$ cat src/rtl/mult_seq_if.sv
// Request/result bundle for the sequential shift-add multiplier.
// The master drives the operands and start; the slave returns the product and status.
interface mult_seq_if #(
   parameter int WIDTH = 32
);
   logic             start;
   logic             is_signed;
   logic [WIDTH-1:0] a;
   logic [WIDTH-1:0] b;
   logic [WIDTH-1:0] prod_lo;
   logic [WIDTH-1:0] prod_hi;
   logic             busy;
   logic             done;

   modport master (
      output start,
      output is_signed,
      output a,
      output b,
      input  prod_lo,
      input  prod_hi,
      input  busy,
      input  done
   );

   modport slave (
      input  start,
      input  is_signed,
      input  a,
      input  b,
      output prod_lo,
      output prod_hi,
      output busy,
      output done
   );
endinterface

$ cat src/rtl/mult_seq.sv
// Sequential WIDTH x WIDTH multiplier: one shift-add step per cycle on magnitudes,
// with the sign applied once at the end. Signed and unsigned operands are supported.
//
// state | meaning
// IDLE  | waiting for start; operands captured on the accepting edge
// RUN   | WIDTH shift-add iterations, one per cycle
// FIX   | apply the sign to the 2*WIDTH-bit result and load the product registers
// DONE  | one-cycle done pulse, then back to IDLE
module mult_seq #(
   parameter int WIDTH = 32
) (
   input  logic       clk,
   input  logic       reset,
   mult_seq_if.slave  bus
);

   localparam int CW = (WIDTH > 1) ? $clog2(WIDTH) : 1;
   localparam logic [CW-1:0] CNT_LAST = CW'(WIDTH - 1);

   typedef enum logic [1:0] {
      S_IDLE = 2'd0,
      S_RUN  = 2'd1,
      S_FIX  = 2'd2,
      S_DONE = 2'd3
   } state_t;

   state_t           state_q, state_d;
   logic [CW-1:0]    cnt_q, cnt_d;
   logic [WIDTH-1:0] mcand_q, mcand_d;
   logic [WIDTH-1:0] acc_q, acc_d;
   logic [WIDTH-1:0] mplier_q, mplier_d;
   logic             neg_q, neg_d;
   logic [WIDTH-1:0] prod_lo_q, prod_lo_d;
   logic [WIDTH-1:0] prod_hi_q, prod_hi_d;

   logic [WIDTH:0]   sum;
   logic [2*WIDTH-1:0] full;
   logic [WIDTH-1:0] mag_a;
   logic [WIDTH-1:0] mag_b;

   // Magnitudes stay unsigned so the most-negative operand maps to 2^(WIDTH-1).
   always_comb begin
      mag_a = bus.a;
      mag_b = bus.b;
      if (bus.is_signed && bus.a[WIDTH-1]) begin
         mag_a = (~bus.a) + WIDTH'(1);
      end
      if (bus.is_signed && bus.b[WIDTH-1]) begin
         mag_b = (~bus.b) + WIDTH'(1);
      end
   end

   always_comb begin
      state_d   = state_q;
      cnt_d     = cnt_q;
      mcand_d   = mcand_q;
      acc_d     = acc_q;
      mplier_d  = mplier_q;
      neg_d     = neg_q;
      prod_lo_d = prod_lo_q;
      prod_hi_d = prod_hi_q;
      sum       = '0;
      full      = '0;

      case (state_q)
         S_IDLE: begin
            if (bus.start) begin
               state_d  = S_RUN;
               mcand_d  = mag_a;
               mplier_d = mag_b;
               neg_d    = bus.is_signed & (bus.a[WIDTH-1] ^ bus.b[WIDTH-1]);
               acc_d    = '0;
               cnt_d    = '0;
            end
         end

         S_RUN: begin
            // The carry out of the add shifts straight back into the accumulator MSB.
            sum      = {1'b0, acc_q} + ({(WIDTH+1){mplier_q[0]}} & {1'b0, mcand_q});
            acc_d    = sum[WIDTH:1];
            mplier_d = {sum[0], mplier_q[WIDTH-1:1]};
            cnt_d    = cnt_q + CW'(1);
            if (cnt_q == CNT_LAST) begin
               state_d = S_FIX;
            end
         end

         S_FIX: begin
            full = {acc_q, mplier_q};
            if (neg_q) begin
               full = (~full) + (2*WIDTH)'(1);
            end
            prod_hi_d = full[2*WIDTH-1:WIDTH];
            prod_lo_d = full[WIDTH-1:0];
            state_d   = S_DONE;
         end

         S_DONE: begin
            state_d = S_IDLE;
         end

         default: begin
            state_d = S_IDLE;
         end
      endcase
   end

   always_ff @(posedge clk) begin
      if (reset) begin
         state_q   <= S_IDLE;
         cnt_q     <= '0;
         mcand_q   <= '0;
         acc_q     <= '0;
         mplier_q  <= '0;
         neg_q     <= 1'b0;
         prod_lo_q <= '0;
         prod_hi_q <= '0;
      end else begin
         state_q   <= state_d;
         cnt_q     <= cnt_d;
         mcand_q   <= mcand_d;
         acc_q     <= acc_d;
         mplier_q  <= mplier_d;
         neg_q     <= neg_d;
         prod_lo_q <= prod_lo_d;
         prod_hi_q <= prod_hi_d;
      end
   end

   assign bus.busy    = (state_q == S_RUN) || (state_q == S_FIX);
   assign bus.done    = (state_q == S_DONE);
   assign bus.prod_lo = prod_lo_q;
   assign bus.prod_hi = prod_hi_q;

endmodule

$ cat src/flat_wrapper.sv
// flat-port wrapper written by rule: the top's interface ports become plain ports
module mult_seq_flat 
#(
   parameter int WIDTH = 32
)
  (clk, reset, bus_start, bus_is_signed, bus_a, bus_b, bus_prod_lo, bus_prod_hi, bus_busy, bus_done);
  mult_seq_if #(.WIDTH(WIDTH)) bus_i ();
  input  logic clk;
  input  logic reset;
  input wire logic [$bits(bus_i.start)-1:0] bus_start;
  input wire logic [$bits(bus_i.is_signed)-1:0] bus_is_signed;
  input wire logic [$bits(bus_i.a)-1:0] bus_a;
  input wire logic [$bits(bus_i.b)-1:0] bus_b;
  output wire logic [$bits(bus_i.prod_lo)-1:0] bus_prod_lo;
  output wire logic [$bits(bus_i.prod_hi)-1:0] bus_prod_hi;
  output wire logic [$bits(bus_i.busy)-1:0] bus_busy;
  output wire logic [$bits(bus_i.done)-1:0] bus_done;
  assign bus_i.start = bus_start;
  assign bus_i.is_signed = bus_is_signed;
  assign bus_i.a = bus_a;
  assign bus_i.b = bus_b;
  assign bus_prod_lo = bus_i.prod_lo;
  assign bus_prod_hi = bus_i.prod_hi;
  assign bus_busy = bus_i.busy;
  assign bus_done = bus_i.done;
  mult_seq #(.WIDTH(WIDTH)) u_core (.clk(clk), .reset(reset), .bus(bus_i));
endmodule
$ cat config.mk
export PLATFORM = sky130hd
export DESIGN_NAME = mult_seq_flat
export DESIGN_NICKNAME = d
export VERILOG_FILES = /design/src/rtl/mult_seq_if.sv /design/src/rtl/mult_seq.sv /design/src/flat_wrapper.sv
export SDC_FILE = /design/constraint.sdc
export NUM_CORES = 1
export LEC_CHECK = 0
export ABC_AREA = 0
export ABC_CLOCK_PERIOD_IN_PS = 4150
export BUFFER_PORTS_ARGS = -buffer_cell sky130_fd_sc_hd__buf_2
export CAP_MARGIN = 20
export CORE_MARGIN = 2
export CORE_UTILIZATION = 25
export DETAILED_ROUTE_END_ITERATION = 8
export GPL_TIMING_DRIVEN = 0
export PLACE_DENSITY = 0.49
export RECOVER_POWER = 25
export SLEW_MARGIN = 10
export SYNTH_ARGS = -nofsm -noshare
export SYNTH_HDL_FRONTEND = slang
export SYNTH_SLANG_ARGS = --single-unit
export TNS_END_PERCENT = 1
$ cat constraint.sdc
create_clock -name clk -period 4.15 [get_ports clk]
set_input_delay 0.83 -clock clk [delete_from_list [all_inputs] [get_ports clk]]
set_output_delay 0.83 -clock clk [all_outputs]
set_load 0.05 [all_outputs]
==> metrics.yaml, run 1 <==
run_status: "finished clean"
die_width_um: 209.1
routed_wire_length_per_instance_um: 17.86
postSynthNetCount: 1445
vdd_ir_drop_max_uv: 307.5
setup_repair_after_global_routing_missed_its_margin: "no"
sequential_cell_area_fraction_in_the_yosys_report_pct: 31.97
clock_power_share_pct: 22.1
min_to: "u_core.mcand_q[0]$_SDFFE_PP0P_"
clk_pin_slew_ps: 60
power.density_nw_per_um2: 619.1
setup.worst_path.class: "flip-flop to flip-flop"
power.share.sequential_pct: 32.0
die-area_um2: 43740
cts_tree: "done"
port_buffers: 133
std_cell_rows: 75
post-route-period-util_pct: 94.19
antenna_violating_nets_post_route: 0
antenna_found_initial: 2
postSynthAreaPerCell_um2: 7.880
post_route_cells_drive_above_1_share_pct: 8.350
syn_area_um2: 10520
final-setup-viol-count: 0
cts_root_buf: "clkbuf_16"
power_frac_comb_pct: 45.9
switching_share_pct: 46.84
synth_async_sr_flop_share_pct: 0
detail_route.iter0.violations: 681
drt_pass1_iterations: 6
die_y_um: 209.1
postSynthRegisterBits: 168
hold_class: "flip-flop to flip-flop"
timing.slew.headroom_pct: 35.17
setup.reg_to_reg.worst_slack_ps: 240
worstHoldPathCells: 2
globalRoute.totalOverflow: 0
required_time_of_the_critical_path_ps: 4490
drv.max_cap_violation_count: 0
finalWorstSetupSlack_ps: 241.3
place_congestion: 0.8931
yosys.area_share.simple_pct: 22.22
compound_gate_fraction_of_synth_area_pct: 24.10
worstHoldStart: "u_core.mcand_q[0]$_SDFFE_PP0P_"
crit_fanout: 10
r2r.worst_path.cells: 14
wire_length_of_the_first_global_routing_pass_um: 55650
ratio_of_routed_vias_to_standard_cells: 4.942
power.net_switching_uw: 3604
timing.clock.skew_ps: 7.249
vias: 10070
p_total_uw: 7695
num-nets-final: 1596
postSynthCellCount: 1335
worst_slew_pin_slew_ps: 972.4
numCtsBuffers: 17
internal_power_of_the_cells_uw: 4091
remaining_drc_errors: 0
layout_area_growth_over_synthesis_pct: 18.15
rr_startpoint: "u_core.mplier_q[0]$_SDFFE_PP0P_"
detailed_place_hpwl_um: 29570
clock_insertion_delay_worst_skew_ps: 450
synth-edff-count: 0
io-pin-count: 134
timing_hold_violations_final: 0
critical_path.reg2reg.endpoint: "u_core.acc_q[27]$_SDFFE_PP0P_"
fill_cells: 4479
worstSetupEndpointType: "flip-flop"
post_synth_xor_area_fraction_pct: 11.49
slew_viol_final: 0
timing.critical_path.from_type: "flip-flop"
tritoncts_num_sinks: 168
detail_route.wirelength_um: 36390
postCtsSetupBuffers: 0
max-clock-path-buffers: 2
max_freq_mhz: 255.8
groute.usage.overall_pct: 16.40
floorplan.core_area_um2: 41760
leakagePower_uw: 0.004562
synth_top_family_by_area: "compound AO/OA/AOI/OAI gates"
placement.setup.worst_slack_ps: -944.1
yosys-mux-area-fraction_pct: 1.522
grt_max_degree: 17
yosys.area_share.adder_pct: 5.067
finalWorstPathRequiredPeriod_ps: 3909
postSynth.topFlopCell: "dfxtp_1"
first_global_vias: 9463
worst-endpoint-arrival_ps: 4240
netlist_cell_types: 62
synth.yosys.warnings: 0
start_util_pct: 25.19
cts_max_level: 4
-- what timing repair did --
| action | in CTS | in global routing |
|---|---|---|
| pin swaps | 0 | 0 |
| endpoints found under the setup margin | 15 | 3 |
| hold buffers | 0 | 0 |
| gates resized for setup | 5 | 2 |
-- through the flow --
stage	TNS [ps]	util (%)	cell area [µm²]	hold WS (ps)	instances
final	0	29.76	12430	458.3	2037
after global placement	-6839	28.40	11860	441.4	2007
after CTS	0	29.91	12490	458.1	2036
after floorplan	0	-	10520	431.7	1335
after detailed placement	-7307	28.40	11860	449.2	2007
after global routing	0	29.76	12430	482.0	2036
-- layer usage --
metal | vias up | wire [µm] | GRT usage [%]
met5 | - | 13 | 0
met4 | 2 | 883 | 5.961
met2 | 269 | 15610 | 24.84
met3 | 45 | 1774 | 3.171
met1 | 4623 | 18110 | 23.03
li1 | 5127 | - | -
-- worst max path at each step --
stage               depth (start not counted)                             to  slack, ps                            start
floorplan                                  15  u_core.acc_q[27]$_SDFFE_PP0P_        590  u_core.mplier_q[0]$_SDFFE_PP0P_
global placement                           15  u_core.acc_q[27]$_SDFFE_PP0P_       -870  u_core.mplier_q[0]$_SDFFE_PP0P_
detailed placement                         15  u_core.acc_q[27]$_SDFFE_PP0P_       -940  u_core.mplier_q[0]$_SDFFE_PP0P_
CTS                                        14  u_core.acc_q[27]$_SDFFE_PP0P_         50  u_core.mplier_q[0]$_SDFFE_PP0P_
global route                               14  u_core.acc_q[27]$_SDFFE_PP0P_         30  u_core.mplier_q[0]$_SDFFE_PP0P_
finish                                     14  u_core.acc_q[27]$_SDFFE_PP0P_        240  u_core.mplier_q[0]$_SDFFE_PP0P_
-- layout by cell type, fill, tap and decap left out, types with 23 or more instances in the layout --
cell type and instances:
nand3_1 23, nand2_1 131, and2_1 37, xnor2_1 56, clkbuf_1 132, buf_2 75
o21ai_0 76, nor2_1 177, a211oi_1 81, dfxtp_1 167, a21oi_1 76, o31ai_1 30
xor2_1 82, ha_1 41
-- critical path, stage by stage (launching register included) --
cell	delay [ps]
dfxtp_4	470
clkbuf_4	280
and2_1	150
ha_1	180
inv_1	60
fa_1	380
nand2b_1	220
a21oi_2	260
o211ai_1	220
o211a_1	320
o311ai_2	350
nand3b_1	240
a211oi_1	290
o21ai_0	110
a32o_1	260
-- Yosys cell counts (all sizes together), types with 19 or more instances --
cell type | count | area [µm²]
dfxtp | 168 | 3363
o21ai | 77 | 385.4
nor3 | 19 | 95.09
or3 | 24 | 160.2
ha | 41 | 513.0
o31ai | 31 | 237.7
and2 | 38 | 237.7
a211oi | 81 | 608.1
nand3 | 23 | 115.1
xnor2 | 56 | 490.5
clkbuf | 75 | 281.5
or4 | 19 | 153.9
inv | 22 | 82.58
a21oi | 77 | 385.4
nand2 | 131 | 491.7
nor2 | 177 | 664.4
xor2 | 82 | 718.2
-- sequential cells by signal, summed over array words and instances (netlist names) --
name,cells
u_core.mplier_q,32
u_core.bus.prod_hi,32
u_core.bus.prod_lo,32
u_core.neg_q,1
u_core.state_q,2
u_core.mcand_q,32
u_core.cnt_q,5
u_core.acc_q,32
-- power by group through the flow --
stage	logic [µW]	clock network, µW	registers [µW]
after global routing	3870	1790	2520
after CTS	3590	1730	2450
after detailed placement	3600	0	2470
after global placement	3600	0	2450
final	3530	1700	2460
after floorplan	1990	0	2980
-- cells by family after synthesis --
| logic type | Yosys count |
|---|---|
| AOI/OAI and AO/OA | 377 |
| muxes | 16 |
| DFF | 168 |
| adders and majority gates | 42 |
| buffers and inverters | 100 |
| and+or+nand+nor | 494 |
| xor gates and xnor gates | 138 |
-- final cells by class --
type	count	area [µm²]	area share (%)
clock buffers	24	511.7	4.117
clock inverters	6	112.6	0.9060
multi-input cells	1067	6785	54.59
flip-flops and latches	168	3367	27.09
inverters	22	82.58	0.6644
diodes	1	2.502	0.02013
repair buffers	133	593.1	4.772
well taps	539	674.4	5.426
plain buffers	77	300.3	2.416
Note: power is estimated with default switching activity, not from simulation.
==> inputs of run 2 (changes only) <==
BUFFER_PORTS_ARGS = not set   (was -buffer_cell sky130_fd_sc_hd__buf_2)
DONT_BUFFER_PORTS = 1   (was not set)
PLACE_DENSITY = 0.46   (was 0.49)
SLEW_MARGIN = not set   (was 10)
==> run 2 against run 1 <==
Critical path depth down 1. Maximum frequency rose by 2.9%. Clock skew increased by 1.5 ps. Core utilization down 1.6 points. Hold slack better by 1.8 ps. Critical endpoint unchanged. Largest power group is now sequential cells. Highest routed layer is now met4.
==> metrics.yaml, run 2 (synthesis results as in run 1) <==
groute.usage.overall_pct: 16.42  # +0.027 points
required_time_of_the_critical_path_ps: 4490  # about the same
switching_share_pct: 48.07  # +1.2 points
rr_startpoint: "u_core.mplier_q[0]$_SDFFE_PP0P_"
timing.critical_path.from_type: "flip-flop"
final-setup-viol-count: 0  # unchanged
layout_area_growth_over_synthesis_pct: 11.67
die-area_um2: 43740  # unchanged
finalWorstSetupSlack_ps: 353.1  # +111.8 ps
globalRoute.totalOverflow: 0  # unchanged
max-clock-path-buffers: 2  # unchanged
worstHoldStart: "u_core.mcand_q[0]$_SDFFE_PP0P_"
number_of_antenna_diodes: 0  # -1
antenna_violating_nets_post_route: 0  # unchanged
cts_tree: "done"
slew_viol_final: 0  # unchanged
place_congestion: 0.9027  # +1.1%
grt_most_used_layer: "met2"
start_util_pct: 25.19  # unchanged
max_freq_mhz: 263.4  # +2.9%
wire_length_of_the_first_global_routing_pass_um: 55770  # +0.21%
vias: 9534  # -5.3%
io-pin-count: 134  # unchanged
antenna_found_initial: 0  # -2
finish.utilization_pct: 28.13  # -1.6 points
fill_cells: 4493  # +0.31%
clock_power_share_pct: 21.1  # -1.0 points
setup.reg_to_reg.worst_slack_ps: 350  # +110 ps
hold_class: "flip-flop to flip-flop"
detail_route.iter0.violations: 641  # -5.9%
die_y_um: 209.1  # unchanged
floorplan.core_area_um2: 41760  # unchanged
worst-endpoint-arrival_ps: 4130  # -110 ps
ratio_of_routed_vias_to_standard_cells: 5.007  # +1.3%
num-nets-final: 1462  # -8.4%
clock_insertion_delay_worst_skew_ps: 450  # about the same
run_status: "finished clean"
power.density_nw_per_um2: 625.3  # +0.99%
first_global_vias: 9014  # -4.7%
setup-tns-final_ps: 0  # unchanged
detail_route.wirelength_um: 36050  # -0.94%
leakagePower_uw: 0.004146  # -9.1%
tritoncts_num_sinks: 168  # unchanged
routed_wire_length_per_instance_um: 18.93  # +6.0%
drv.max_cap_violation_count: 0  # unchanged
remaining_drc_errors: 0  # unchanged
post-route-period-util_pct: 91.49  # -2.7 points
detailed_place_hpwl_um: 29570  # about the same
numCtsBuffers: 17  # unchanged
worst_slew_pin_slew_ps: 982.8  # +10.43 ps
grt_max_degree: 20  # +3
hold_ws_ps: 460.1  # +1.826 ps
timing_hold_violations_final: 0  # unchanged
setup.worst_path.class: "flip-flop to flip-flop"
drt_pass1_iterations: 6  # unchanged
internal_power_of_the_cells_uw: 3814  # -6.8%
setup_repair_after_global_routing_missed_its_margin: "no"
critical_path.endpoint: "u_core.acc_q[27]$_SDFFE_PP0P_"
std_cell_rows: 75  # unchanged
post_route_cells_drive_above_1_share_pct: 3.443  # -4.9 points
power.share.sequential_pct: 43.1  # +11 points
final_common_cell: "nor2_1"
port_buffers: 0  # -100%
clk_pin_slew_ps: 70  # about the same
final_cell_mix: "177 x nor2_1, 167 x dfxtp_1, 131 x nand2_1, 82 x xor2_1, 81 x a211oi_1"
cts_root_buf: "clkbuf_16"
finalWorstPathRequiredPeriod_ps: 3797  # -111.8 ps
groute.layer.met1.usage_pct: 23.65  # +0.62 points
critical_path.reg2reg.endpoint: "u_core.acc_q[27]$_SDFFE_PP0P_"
power.net_switching_uw: 3531  # -2.0%
cts_max_level: 4  # unchanged
die_width_um: 209.1  # unchanged
crit_fanout: 19  # +9
placement.setup.worst_slack_ps: -897.9  # +46.21 ps
timing.clock.skew_ps: 8.728  # +1.480 ps
startpoint: "u_core.mplier_q[0]$_SDFFE_PP0P_"
r2r.worst_path.cells: 13  # -1
timing.slew.headroom_pct: 34.48  # -0.70 points
vdd_ir_drop_max_uv: 293.1  # -4.7%
worstSetupEndpointType: "flip-flop"
grtUsageMet2_pct: 24.49  # -0.34 points
gr-usage-met3_pct: 3.487  # +0.32 points
power_frac_comb_pct: 35.7  # -10 points
==> run 2: metrics by stage <==
stage          area (µm²)  total power (µW)  std cells
6_report            11750              7345       1904
5_1_grt             11750              7869       1904
4_1_cts             11750              7405       1904
3_5_place_dp        11190              5863       1874
3_3_place_gp        11190              5843       1874
2_1_floorplan       10520              4968       1335
==> run 2: routing by layer <==
metal | up-vias | share of wire, %
met2 | 225 | 42
met1 | 4411 | 50
met3 | 41 | 5.6
met4 | 0 | 2.0
met5 | - | 0
li1 | 4857 | -
==> run 2: critical path, cell delays in order (launching register included) <==
cell and delay (ps):
dfxtp_4 510, and2_1 170, ha_1 180, inv_1 60, fa_1 370, nand2b_1 210, a21oi_1 320, o211ai_1 240
o211a_1 310, o311ai_1 390, nand3b_1 250, a211oi_1 300, o21ai_0 110, a32o_1 260
==> run 2: worst min-delay path by stage <==
| stage | endpoint | slack [ps] | cells past startpoint |
|---|---|---|---|
| after detailed placement | u_core.mcand_q[0]$_SDFFE_PP0P_ | 450 | 2 |
| after global routing | u_core.mcand_q[0]$_SDFFE_PP0P_ | 510 | 2 |
| after CTS | u_core.mcand_q[0]$_SDFFE_PP0P_ | 460 | 2 |
| final | u_core.mcand_q[0]$_SDFFE_PP0P_ | 460 | 2 |
| after floorplan | u_core.mcand_q[0]$_SDFFE_PP0P_ | 430 | 2 |
| after global placement | u_core.mcand_q[0]$_SDFFE_PP0P_ | 440 | 2 |
==> run 2: power by group through the flow <==
stage / clock (µW) / combinational, µW / sequential [µW]
after floorplan: 0 / 1990 / 2980
after global placement: 0 / 2660 / 3180
after detailed placement: 0 / 2670 / 3190
after CTS: 1590 / 2640 / 3180
after global routing: 1650 / 2970 / 3240
final: 1550 / 2630 / 3170
==> run 2: area by class of cell <==
class	instances	area [µm²]	share of cell area [%]
Sequential cell	168	3367	28.66
Buffer	76	292.8	2.492
Clock buffer	22	464.2	3.951
Clock inverter	10	92.59	0.7882
Multi-Input combinational cell	1067	6774	57.66
Inverter	22	82.58	0.7030
Tap cell	539	674.4	5.741
==> run 2: repair_timing <==
action	in CTS	in global routing
resized for setup	1	2
buffers inserted	0	0
hold buffers	0	0
endpoints found under the setup margin	15	4
cloned	0	0
pin swaps	0	0
==> inputs of run 3 (changes only) <==
GPL_TIMING_DRIVEN = not set   (was 0)
SLEW_MARGIN = 20   (was not set)
==> run 3 against run 2 <==
The run now ends with capacitance limit, slew limit left. Global-route usage is 1.2 points lower. Sequential power hardly changed. Worst setup slack better by 170 ps. First-iteration DRC count is 12% lower.
==> metrics.yaml, run 3 (synthesis results as in run 1) <==
run_status: "finished with violations"
failing_checks: "capacitance limit, slew limit"
internal_power_of_the_cells_uw: 3953  # +3.6%
worstHoldStart: "u_core.mcand_q[0]$_SDFFE_PP0P_"
final-setup-viol-count: 0  # unchanged
max_freq_mhz: 275.9  # +4.8%
power.density_nw_per_um2: 633.1  # +1.3%
ratio_of_routed_vias_to_standard_cells: 4.988  # -0.40%
port_buffers: 0  # unchanged
crit_fanout: 7  # -12
wire_length_of_the_first_global_routing_pass_um: 51750  # -7.2%
detail_route.iter0.violations: 565  # -12%
vias: 9212  # -3.4%
num-nets-final: 1405  # -3.9%
clock_power_share_pct: 22.7  # +1.6 points
detailed_place_hpwl_um: 25150  # -15%
setup_repair_after_global_routing_missed_its_margin: "no"
post-route-period-util_pct: 87.34  # -4.2 points
setup-tns-final_ps: 0  # unchanged
setup.worst_path.class: "flip-flop to flip-flop"
die_width_um: 209.1  # unchanged
cts_root_buf: "clkbuf_16"
timing_hold_violations_final: 0  # unchanged
clk_pin_slew_ps: 70  # about the same
drv.max_cap_violation_count: 1  # +1
floorplan.core_area_um2: 41760  # unchanged
grt_max_degree: 149  # +650%
vdd_ir_drop_max_uv: 296.0  # +1.0%
timing.critical_path.from_type: "flip-flop"
start_util_pct: 25.19  # unchanged
worst-endpoint-arrival_ps: 3950  # -180 ps
power.share.sequential_pct: 43.0  # about the same
worst_slew_pin_slew_ps: 1758  # +775.3 ps
power_frac_comb_pct: 34.3  # -1.4 points
timing.clock.skew_ps: 9.766  # +1.038 ps
max-clock-path-buffers: 2  # unchanged
antenna_found_initial: 0  # unchanged
cts_hold_buffers: 0  # unchanged
numCtsBuffers: 17  # unchanged
slew_viol_final: 85  # +85
required_time_of_the_critical_path_ps: 4480  # about the same
io-pin-count: 134  # unchanged
final-instance-count-excl-fill: 1847  # -3.0%
startpoint: "u_core.mplier_q[25]$_SDFFE_PP0P_"
cts_max_level: 4  # unchanged
tritoncts_num_sinks: 168  # unchanged
detail_route.wirelength_um: 32970  # -8.5%
finalWorstPathRequiredPeriod_ps: 3625  # -172.3 ps
hold_ws_ps: 457.7  # -2.482 ps
place_congestion: 0.8847  # -2.0%
postCtsSetupBuffers: 0  # unchanged
std_cell_rows: 75  # unchanged
fill_cells: 4495  # +0.045%
routed_wire_length_per_instance_um: 17.85  # -5.7%
final_cell_mix: "176 x nor2_1, 167 x dfxtp_1, 131 x nand2_1, 82 x xor2_1, 81 x a211oi_1"
cts_tree: "done"
groute.usage.overall_pct: 15.18  # -1.2 points
final_common_cell: "nor2_1"
leakagePower_uw: 0.004188  # +1.0%
remaining_drc_errors: 0  # unchanged
power.net_switching_uw: 3448  # -2.3%
layout_area_growth_over_synthesis_pct: 11.12
worstSetupEndpointType: "flip-flop"
postCtsResizedCells: 0  # -1
globalRoute.totalOverflow: 0  # unchanged
place.detailed.instances: 1814  # -3.2%
switching_share_pct: 46.59  # -1.5 points
timing.slew.headroom_pct: -17.21  # -52 points
number_of_antenna_diodes: 0  # unchanged
rr_startpoint: "u_core.mplier_q[25]$_SDFFE_PP0P_"
drt_pass1_iterations: 5  # -1
first_global_vias: 8533  # -5.3%
die-area_um2: 43740  # unchanged
post_route_cells_drive_above_1_share_pct: 5.581  # +2.1 points
die_y_um: 209.1  # unchanged
clock_insertion_delay_worst_skew_ps: 450  # about the same
antenna_violating_nets_post_route: 0  # unchanged
hold_class: "flip-flop to flip-flop"
==> run 3: changes by cell type in the layout (fill, tap and decap cells not counted), moves of 2 or more <==
cell,before,now
ha_1,41,39
bufinv_16,1,3
buf_4,0,18
ha_2,0,2
clkinv_4,0,3
clkinvlp_4,4,2
clkbuf_1,77,0
==> run 3: worst paths after layout <==
path | to | slack (ps) | cells past startpoint
max | u_core.bus.prod_hi[28]$_SDFFE_PP0P_ | 530 | 9
min | u_core.mcand_q[0]$_SDFFE_PP0P_ | 460 | 2
max reg2reg | u_core.bus.prod_hi[28]$_SDFFE_PP0P_ | 530 | 9
min reg2reg | u_core.mcand_q[0]$_SDFFE_PP0P_ | 460 | 2
==> run 3: routing by layer <==
layer	track usage, %	up-vias	routed length [µm]
met2	20.47	202	13090
met5	0	-	0
met1	23.49	4248	17570
met4	5.148	0	618
li1	-	4731	-
met3	2.946	31	1687
==> run 3: worst max-delay path: stages (launching register included) <==
cell and delay, ps:
dfxtp_1 380, or4_1 610, or3_1 400, or4b_1 560, or3_1 350, or3_1 380
o41ai_2 460, nand2_1 120, xnor2_1 150, o22ai_1 90
==> run 3: stage by stage <==
stage	area [µm²]	setup WS [ps]	utilization, %	power, µW
2_1_floorplan	10520	589.8	-	4968
3_3_place_gp	11060	530.8	26.49	5704
3_5_place_dp	11060	523.0	26.49	5741
4_1_cts	11670	511.5	27.95	7439
5_1_grt	11690	318.9	27.99	7937
6_report	11690	525.4	27.99	7401
==> run 3: layout make-up <==
type	count	area, µm²	area share (%)
clock buffers	18	439.2	3.757
clock inverters	14	172.7	1.477
inverters	22	82.58	0.7064
multi-input cells	1067	6794	58.12
flip-flops and latches	168	3364	28.78
well taps	539	674.4	5.769
repair buffers	19	162.7	1.391
==> run 3: power by group through the flow <==
stage / Combinational, µW / Clock, µW / Sequential [µW]
floorplan: 1990 / 0 / 2980
global placement: 2490 / 0 / 3210
detailed placement: 2510 / 0 / 3230
CTS: 2510 / 1740 / 3190
global route: 2880 / 1810 / 3250
finish: 2540 / 1680 / 3180
